--- config.mk ---
export PLATFORM = sky130hd
export DESIGN_NAME = mbus_tx_line_encoder
export DESIGN_NICKNAME = d
export VERILOG_FILES = /design/src/rtl/mbus_tx_line_encoder.sv
export SDC_FILE = /design/constraint.sdc
export NUM_CORES = 1
export LEC_CHECK = 0
export BUFFER_PORTS_ARGS = -buffer_cell sky130_fd_sc_hd__buf_2
export CORE_MARGIN = 4
export CORE_UTILIZATION = 40
export CTS_CLUSTER_DIAMETER = 50
export DETAILED_ROUTE_END_ITERATION = 7
export GPL_TIMING_DRIVEN = 0
export PLACE_DENSITY_LB_ADDON = 0.15
export SYNTH_ARGS = -nofsm -noshare
export SYNTH_HDL_FRONTEND = slang
export SYNTH_SLANG_ARGS = --single-unit
--- constraint.sdc ---
create_clock -name clk -period 2.5 [get_ports clk]
set_input_delay 0.5 -clock clk [delete_from_list [all_inputs] [get_ports clk]]
set_output_delay 0.5 -clock clk [all_outputs]
set_load 0.005 [all_outputs]
--- src/rtl/mbus_tx_line_encoder.sv ---
// M-bus TX line stage: turns start/data/end commands into a Manchester-coded line with driver enable.
// Latency: first half-bit on tx_line one cycle after an accepted command rise; each half-bit lasts HALF_BIT_CLKS.
// Backpressure: tx_rdy low while a symbol sequence is on the line; rises arriving then are dropped with err_pulse.
// Optional frame statistics (frame_cnt, last_len) are built when TX_FRAME_STATS_EN is defined.
module mbus_tx_line_encoder #(
   parameter int HALF_BIT_CLKS = 4,
   parameter int PRE_BITS      = 8,
   parameter int WIDTH         = 8
) (
   input  logic             clk,
   input  logic             reset,
   input  logic [WIDTH-1:0] data_in,
   input  logic             wr_en,
   input  logic             ctrl_en,
   output logic             tx_rdy,
   output logic             tx_line,
   output logic             tx_oe,
`ifdef TX_FRAME_STATS_EN
   output logic [15:0]      frame_cnt,
   output logic [10:0]      last_len,
`endif
   output logic             err_pulse
);

   localparam logic [2:0] IDLE   = 3'd0;
   localparam logic [2:0] PRE    = 3'd1;
   localparam logic [2:0] SYNC_J = 3'd2;
   localparam logic [2:0] SYNC_K = 3'd3;
   localparam logic [2:0] DATA   = 3'd4;
   localparam logic [2:0] END_T1 = 3'd5;
   localparam logic [2:0] END_T2 = 3'd6;

   localparam logic [7:0] HALF_LAST = 8'(HALF_BIT_CLKS - 1);

   logic [2:0]       state;
   logic [7:0]       timer;
   logic             half;
   logic [3:0]       bit_cnt;
   logic [WIDTH-1:0] shreg;
   logic             wr_q;
   logic             ctrl_q;
   logic             in_frame;
   logic             err_q;

   logic rise_wr;
   logic rise_ctrl;
   logic half_end;
   logic frame_start;

   assign rise_wr     = wr_en & ~wr_q;
   assign rise_ctrl   = ctrl_en & ~ctrl_q;
   assign half_end    = (timer == HALF_LAST);
   assign frame_start = (state == IDLE) & rise_ctrl & (data_in == WIDTH'(0)) & ~in_frame;

   assign tx_rdy    = (state == IDLE);
   assign tx_oe     = in_frame;
   assign err_pulse = err_q;

   // Remember previous enable levels so that only rising edges act as commands.
   always_ff @(posedge clk or posedge reset) begin
      if (reset) begin
         wr_q   <= 1'b0;
         ctrl_q <= 1'b0;
      end else begin
         wr_q   <= wr_en;
         ctrl_q <= ctrl_en;
      end
   end

   // Command acceptance, half-bit timing and symbol sequencing.
   always_ff @(posedge clk or posedge reset) begin
      if (reset) begin
         state    <= IDLE;
         timer    <= 8'd0;
         half     <= 1'b0;
         bit_cnt  <= 4'd0;
         shreg    <= '0;
         in_frame <= 1'b0;
         err_q    <= 1'b0;
      end else begin
         err_q <= 1'b0;
         if (state == IDLE) begin
            timer <= 8'd0;
            half  <= 1'b0;
            if (rise_ctrl) begin
               // ctrl wins a same-cycle collision; the data command is lost
               if (rise_wr)
                  err_q <= 1'b1;
               if (frame_start) begin
                  state    <= PRE;
                  in_frame <= 1'b1;
                  bit_cnt  <= 4'(PRE_BITS);
               end else if ((data_in == WIDTH'(1)) && in_frame) begin
                  state <= END_T1;
               end else begin
                  err_q <= 1'b1;
               end
            end else if (rise_wr) begin
               if (in_frame) begin
                  state   <= DATA;
                  shreg   <= data_in;
                  bit_cnt <= 4'(WIDTH);
               end else begin
                  err_q <= 1'b1;
               end
            end
         end else begin
            // busy: new commands are dropped, the symbol on the line is untouched
            if (rise_wr | rise_ctrl)
               err_q <= 1'b1;
            if (!half_end) begin
               timer <= timer + 8'd1;
            end else begin
               timer <= 8'd0;
               half  <= ~half;
               if (half) begin
                  case (state)
                     PRE: begin
                        if (bit_cnt == 4'd1)
                           state <= SYNC_J;
                        bit_cnt <= bit_cnt - 4'd1;
                     end
                     SYNC_J: state <= SYNC_K;
                     SYNC_K: state <= IDLE;
                     DATA: begin
                        shreg <= {shreg[WIDTH-2:0], 1'b0};
                        if (bit_cnt == 4'd1)
                           state <= IDLE;
                        bit_cnt <= bit_cnt - 4'd1;
                     end
                     END_T1: state <= END_T2;
                     END_T2: begin
                        state    <= IDLE;
                        in_frame <= 1'b0;
                     end
                     default: state <= IDLE;
                  endcase
               end
            end
         end
      end
   end

   // Line level from the current symbol and half: '1' is high-then-low, J high, K low.
   always_comb begin
      tx_line = 1'b0;
      case (state)
         PRE:                    tx_line = ~half;
         SYNC_J, END_T1, END_T2: tx_line = 1'b1;
         SYNC_K:                 tx_line = 1'b0;
         DATA:                   tx_line = shreg[WIDTH-1] ^ half;
         default:                tx_line = 1'b0;
      endcase
   end

`ifdef TX_FRAME_STATS_EN
   logic [10:0] byte_cnt;
   logic        byte_acc;
   logic        frame_done;

   assign byte_acc   = (state == IDLE) & rise_wr & ~rise_ctrl & in_frame;
   assign frame_done = (state == END_T2) & half_end & half;

   // Count bytes of the open frame and publish totals when the end delimiter completes.
   always_ff @(posedge clk or posedge reset) begin
      if (reset) begin
         byte_cnt  <= 11'd0;
         frame_cnt <= 16'd0;
         last_len  <= 11'd0;
      end else begin
         if (frame_start)
            byte_cnt <= 11'd0;
         else if (byte_acc && (byte_cnt != 11'h7FF))
            byte_cnt <= byte_cnt + 11'd1;
         if (frame_done) begin
            frame_cnt <= frame_cnt + 16'd1;
            last_len  <= byte_cnt;
         end
      end
   end
`endif

endmodule

Word level (Yosys, flattened, before mapping)
Cells that the tools add are included.

word-level totals
  bits in latches = 0
  output and inout bits = 4
  bits in read-only memories = 0
  input port bits = 12
  RAM bits = 0
  memories = 0
  register bits = 28

operators by class
  bitwise operators = 11
  equal/unequal tests = 19
  divide/modulo/power cells = 0
  $mul = 0
  $add $sub $neg = 2
  $lt $le $gt $ge = 0
  shift operators = 0
  multiplexer cells = 45
  reductions and logical operators = 14

operators with widths
  cell                                                   count
  two-way mux 8 bit                                      9
  two-way mux 4 bit                                      8
  two-way mux 3 bit                                      10
  two-way mux 1 bit                                      16
  case mux 3 bit (4 select lines)                        1
  AND reduction 6 bit                                    2
  nonzero test 2 bit                                     5
  == test 3 bit, second input constant                   3
  adder 8 x 1 -> 8 bit, second input constant            1
  == test 8 x 1 -> 1 bit, second input constant          1
  == test 8 x 2 -> 1 bit, second input constant          1
  logical NOT 8 bit                                      1
  inequality test 2 x 1 -> 1 bit, second input constant  4
  AND reduction 7 bit                                    1
  inequality test 3 x 1 -> 1 bit, second input constant  2
  inequality test 3 bit, second input constant           2
  bitwise AND 1 bit                                      5
  AND reduction 5 bit                                    1
  == test 4 x 1 -> 1 bit, second input constant          1
  inequality test 4 x 2 -> 1 bit, second input constant  1
  NOT 1 bit                                              4
  subtractor 4 x 1 -> 4 bit, second input constant       1
  == test 3 x 1 -> 1 bit, second input constant          1
  == test 3 x 2 -> 1 bit, second input constant          1
  other kinds (9)                                        9

Logic depth before layout (Yosys ltp)
  depth after elaboration = 8
  depth in mapped cells = 8
  depth with buffers taken out = 5

Least setup slack after synthesis
Ideal clock, no wire load.

  path type = flip-flop to flip-flop
  start point = register timer[0]
  end point = register shreg[1]
  data required time = 2.375 ns
  arrival = 2.367 ns
  setup slack = 0.008 ns
  stages on the path, launching flop included = 6
  library setup time = 0.125 ns
  buffers on the path = 0
  cells stage by stage = dfrtp_1 -> ha_1 -> or4bb_1 -> or3_4 -> a2111oi_4 -> mux2_2

on the way
  cells in the longest elaborated chain, start to end = 3

ends and longest elaborated chain
  element                               RTL line  RTL
  from (decl)                           36        logic [7:0] timer;
  from (signal assigned)                112       timer <= timer + 8'd1;
  == test 8 x 2 -> 1 bit                52        assign half_end = (timer == HALF_LAST);
  nonzero test 2 bit (no source line)   n/a
  AND reduction 6 bit (no source line)  n/a
  to (signal assigned)                  101       shreg <= data_in;
  to (signal assigned)                  126       shreg <= {shreg[WIDTH-2:0], 1'b0};
  to (decl)                             39        logic [WIDTH-1:0] shreg;

No other way between the ends.
A chain may end at the register's enable or synchronous reset.

Worst setup path in the final report
  start point = register state[2]
  end point = output tx_rdy

on the way
  cells in the longest elaborated chain, start to end = 1

ends and longest elaborated chain
  element                 RTL line  RTL
  from (decl)             35        logic [2:0] state;
  from (signal assigned)  73        state <= IDLE;
  from (signal assigned)  90        state <= PRE;
  from (signal assigned)  94        state <= END_T1;
  logical NOT 3 bit       55        assign tx_rdy = (state == IDLE);
  to (decl)               15        output logic tx_rdy,

No other way between the ends.

==> flow_summary.ini <==
[timing]
worstMarginPinSlew_ns = 1.04
clock_skew_ns = 0.00756
post-route-period-util_pct = 95.6
finalSetupViolCount = 0
hold_ws_ns = 0.349
maxSlewHeadroom_pct = 30.5
fmax_ghz = 0.418
rsz0062_at_grt = no
final-max-slew-violation-count = 0
hold_violations = 0
min_period_ns = 2.39

[drt]
avgRoutedWirePerCell_um = 14.1
drt_iter0_drc = 98
post_drt_via_cell_ratio = 5.27
routed_wirelength_um = 3230
drt_first_pass_iters = 4
via_count = 1206
postRouteAntennaNets = 0
drc = 0

[worst_setup_path]
slowest_delay_ns = 0.46
crit_chain = or3_1, clkbuf_1, inv_1, buf_4, buf_6, buf_2
crit_arrival_ns = 1.89
startpoint_type = register
cp_max_fo = 10
criticalPathCategory = reg -> out
cpMaxStageDelayCell = dfrtp_2
end_kind = output pin
required_ns = 2.00

[floorplan]
start_util_pct = 41.5
die_w_um = 69.6
core-area_um2 = 3660
io_pins = 16
placementRows = 22
die_h_um = 69.6
die-area_um2 = 4850

[yosys]
synth_area_per_cell_um2 = 9.80
syn-cell-area_um2 = 1520
synth_top_family_by_area = simple AND/OR/NAND/NOR gates
synth-compound-area-share_pct = 12.9
yosysUniqueCellTypes = 43
synth_xor_area_share_pct = 5.19
yosysSeqAreaShare_pct = 46.1
synthesis.nets = 170
synth_fa_ha_area_share_pct = 2.47
synth_simple_gate_area_share_pct = 22.7
synth_mux_area_share_pct = 7.33
synth-seq-cells = 28
syn_inst = 155
yosysWarningCount = 0

[pwr]
p_comb_share_pct = 44.6
p_switching_uw = 740
p_per_area_nw_per_um2 = 1080
clkPwrFrac_pct = 18.2
p_seq_share_pct = 37.2
p_leak_uw = 0.000829
switching_share_pct = 37.9
internal_power_uw = 1210
ir_worst_vdd_mv = 0.573

[final_layout]
area_delta_synth_final_pct = 19.1
multiInputGateArea_um2 = 785
drive_above_1_share_pct = 26.0
antennaDiodeCount = 0
nFillCells = 343
final_cell_count_no_fill = 229
area.sequential_um2 = 702
nets = 197

[global_route]
grtUsageTotal_pct = 14.3
grt_first_pass_wirelength_um = 5720
grt_pass1_vias = 1240
grt-ovfl-total = 0
grt_max_degree = 29
antenna_found_initial = 0

[clocking]
clockBufferDepth = 2
cts_hold_buf = 0
cts_root_buffer = clkbuf_8
cts-buffers-inserted = 3
cts_sinks = 28
cts_htree_levels = 1
insertion_delay_ns = 0.28
cts_tree = built
path_clk_slew_ns = 0.10

[placement]
numPortBuffers = 15
hpwl_um = 2280
dp.cells = 218
globalplace.congestion = 0.872

[status]
outcome = finished clean

[hold_path]
hp-class = in -> reg

[job]
cap_viol_max_count = 0
## per-layer routing
| layer | part of all wire [%] | wire length, µm | global-route usage (%) |
|---|---|---|---|
| met2 | 49 | 1580 | 23.7 |
| met4 | 0.56 | 18 | 3.40 |
| met3 | 4.9 | 159 | 3.77 |
| met5 | 0 | 0 | 0 |
| met1 | 45 | 1470 | 18.5 |
## cell families (layout without fill, tap and decap cells)
| family | after synthesis | after routing |
|---|---|---|
| mux | 10 | 10 |
| compound gates | 24 | 24 |
| fa+ha+maj | 3 | 3 |
| buf+inv | 13 | 39 |
| xor+xnor | 9 | 9 |
| flops | 28 | 28 |
| simple gates | 68 | 68 |
## metrics by stage
stage          setup WS, ns  cell area, µm²  total power [µW]  utilization (%)  TNS (ns)
2_1_floorplan       0.00821            1520              1310                -         0
3_3_place_gp         -0.201            1650              1500             45.2     -1.50
3_5_place_dp         -0.227            1650              1520             45.2     -1.70
4_1_cts             0.00274            1770              1930             48.3         0
5_1_grt              0.0212            1810              2130             49.4         0
6_report              0.110            1810              1950             49.4         0
## area by class of cell
type / instances / share of cell area, %
clock inverter: 1 / 1.66
multi-input combinational: 114 / 43.4
inverter: 8 / 1.66
buffer: 5 / 1.66
clock buffer: 3 / 2.28
sequential: 28 / 38.8
timing repair buffer: 22 / 7.26
tap: 48 / 3.32
## worst max-delay path, delay by kind of cell, from the launching register on
family	cells	cell delay [ns]
simple gates	1	0.40
flops	1	0.46
buf+inv	5	0.75
## path summary, 6_finish.rpt
path	start	cells after the start	slack [ns]	endpoint
worst max-delay path	state[2]	6	0.11	tx_rdy
worst min-delay path	ctrl_en	1	0.35	ctrl_q
worst max register to register	timer[5]	5	0.14	shreg[1]
worst min register to register	shreg[3]	1	0.52	shreg[3]
max in group asynchronous	reset	2	1.34	state[2]
min in group asynchronous	reset	2	0.47	tx_oe
## cells in the final DEF, fill, tap and decap left out, drive strengths merged, types with 2 or more instances in the layout
cell type / instances
a21oi: 4
or3: 4
xor2: 7
a211oi: 2
and3: 3
dfrtp: 28
o21ai: 3
nand4: 3
o22ai: 2
nor3: 2
clkbuf: 6
nor2: 14
nor2b: 3
nand2b: 2
xnor2: 2
mux2: 9
inv: 8
ha: 3
buf: 24
nand3: 8
nand2: 22
## repair_timing
action | CTS | global route
gates resized for setup | 4 | 5
pin swaps | 2 | 5
buffers inserted | 4 | 3
setup endpoints to repair | 11 | 11
## power by group through the flow
stage | Clock, µW | Combinational [µW] | Sequential [µW]
final | 356 | 871 | 728
after detailed placement | 0 | 785 | 737
after global placement | 0 | 771 | 729
after global routing | 392 | 988 | 749
after floorplan | 0 | 602 | 704
after CTS | 369 | 844 | 720
## registers in the layout, indices dropped and copies added (netlist names)
register / cells
wr_q: 1
ctrl_q: 1
state: 3
bit_cnt: 4
err_pulse: 1
tx_oe: 1
timer: 8
half: 1
shreg: 8
## cell usage after synthesis
| cell type | count | area (µm²) |
|---|---|---|
| a21oi_1 | 4 | 20.0 |
| o21ai_0 | 3 | 15.0 |
| inv_1 | 8 | 30.0 |
| nor2b_1 | 3 | 18.8 |
| a311oi_1 | 1 | 8.76 |
| or2_2 | 1 | 6.26 |
| ha_1 | 3 | 37.5 |
| nor4_1 | 1 | 6.26 |
| nor3_1 | 2 | 10.0 |
| a21o_1 | 1 | 7.51 |
| nor2_1 | 14 | 52.6 |
| and3b_1 | 1 | 8.76 |
| o32ai_1 | 1 | 8.76 |
| xnor2_1 | 2 | 17.5 |
| o221ai_1 | 1 | 8.76 |
| nand4_1 | 3 | 18.8 |
| mux2i_1 | 1 | 10.0 |
| or3_4 | 1 | 11.3 |
| o211ai_1 | 1 | 7.51 |
| a41oi_1 | 1 | 8.76 |
| or3_1 | 3 | 18.8 |
| o221a_2 | 1 | 11.3 |
| or4b_2 | 1 | 10.0 |
| a31o_2 | 1 | 8.76 |
| o22ai_1 | 2 | 12.5 |
| nand3_1 | 8 | 40.0 |
| dfrtp_1 | 28 | 701 |
| buf_2 | 2 | 10.0 |
| a221o_2 | 1 | 11.3 |
| a22oi_1 | 1 | 7.51 |
| mux2_2 | 9 | 101 |
| a211oi_1 | 2 | 15.0 |
| nand2_1 | 22 | 82.6 |
| a22o_1 | 1 | 8.76 |
| xor2_1 | 7 | 61.3 |
| or4bb_1 | 1 | 11.3 |
| and4b_1 | 1 | 10.0 |
| a21boi_0 | 1 | 7.51 |
| a2111oi_4 | 1 | 27.5 |
| and3_1 | 3 | 18.8 |
| or4_1 | 1 | 7.51 |
| nand2b_1 | 2 | 12.5 |
| clkbuf_1 | 3 | 11.3 |
No activity file was read; power rests on OpenSTA's default activity.
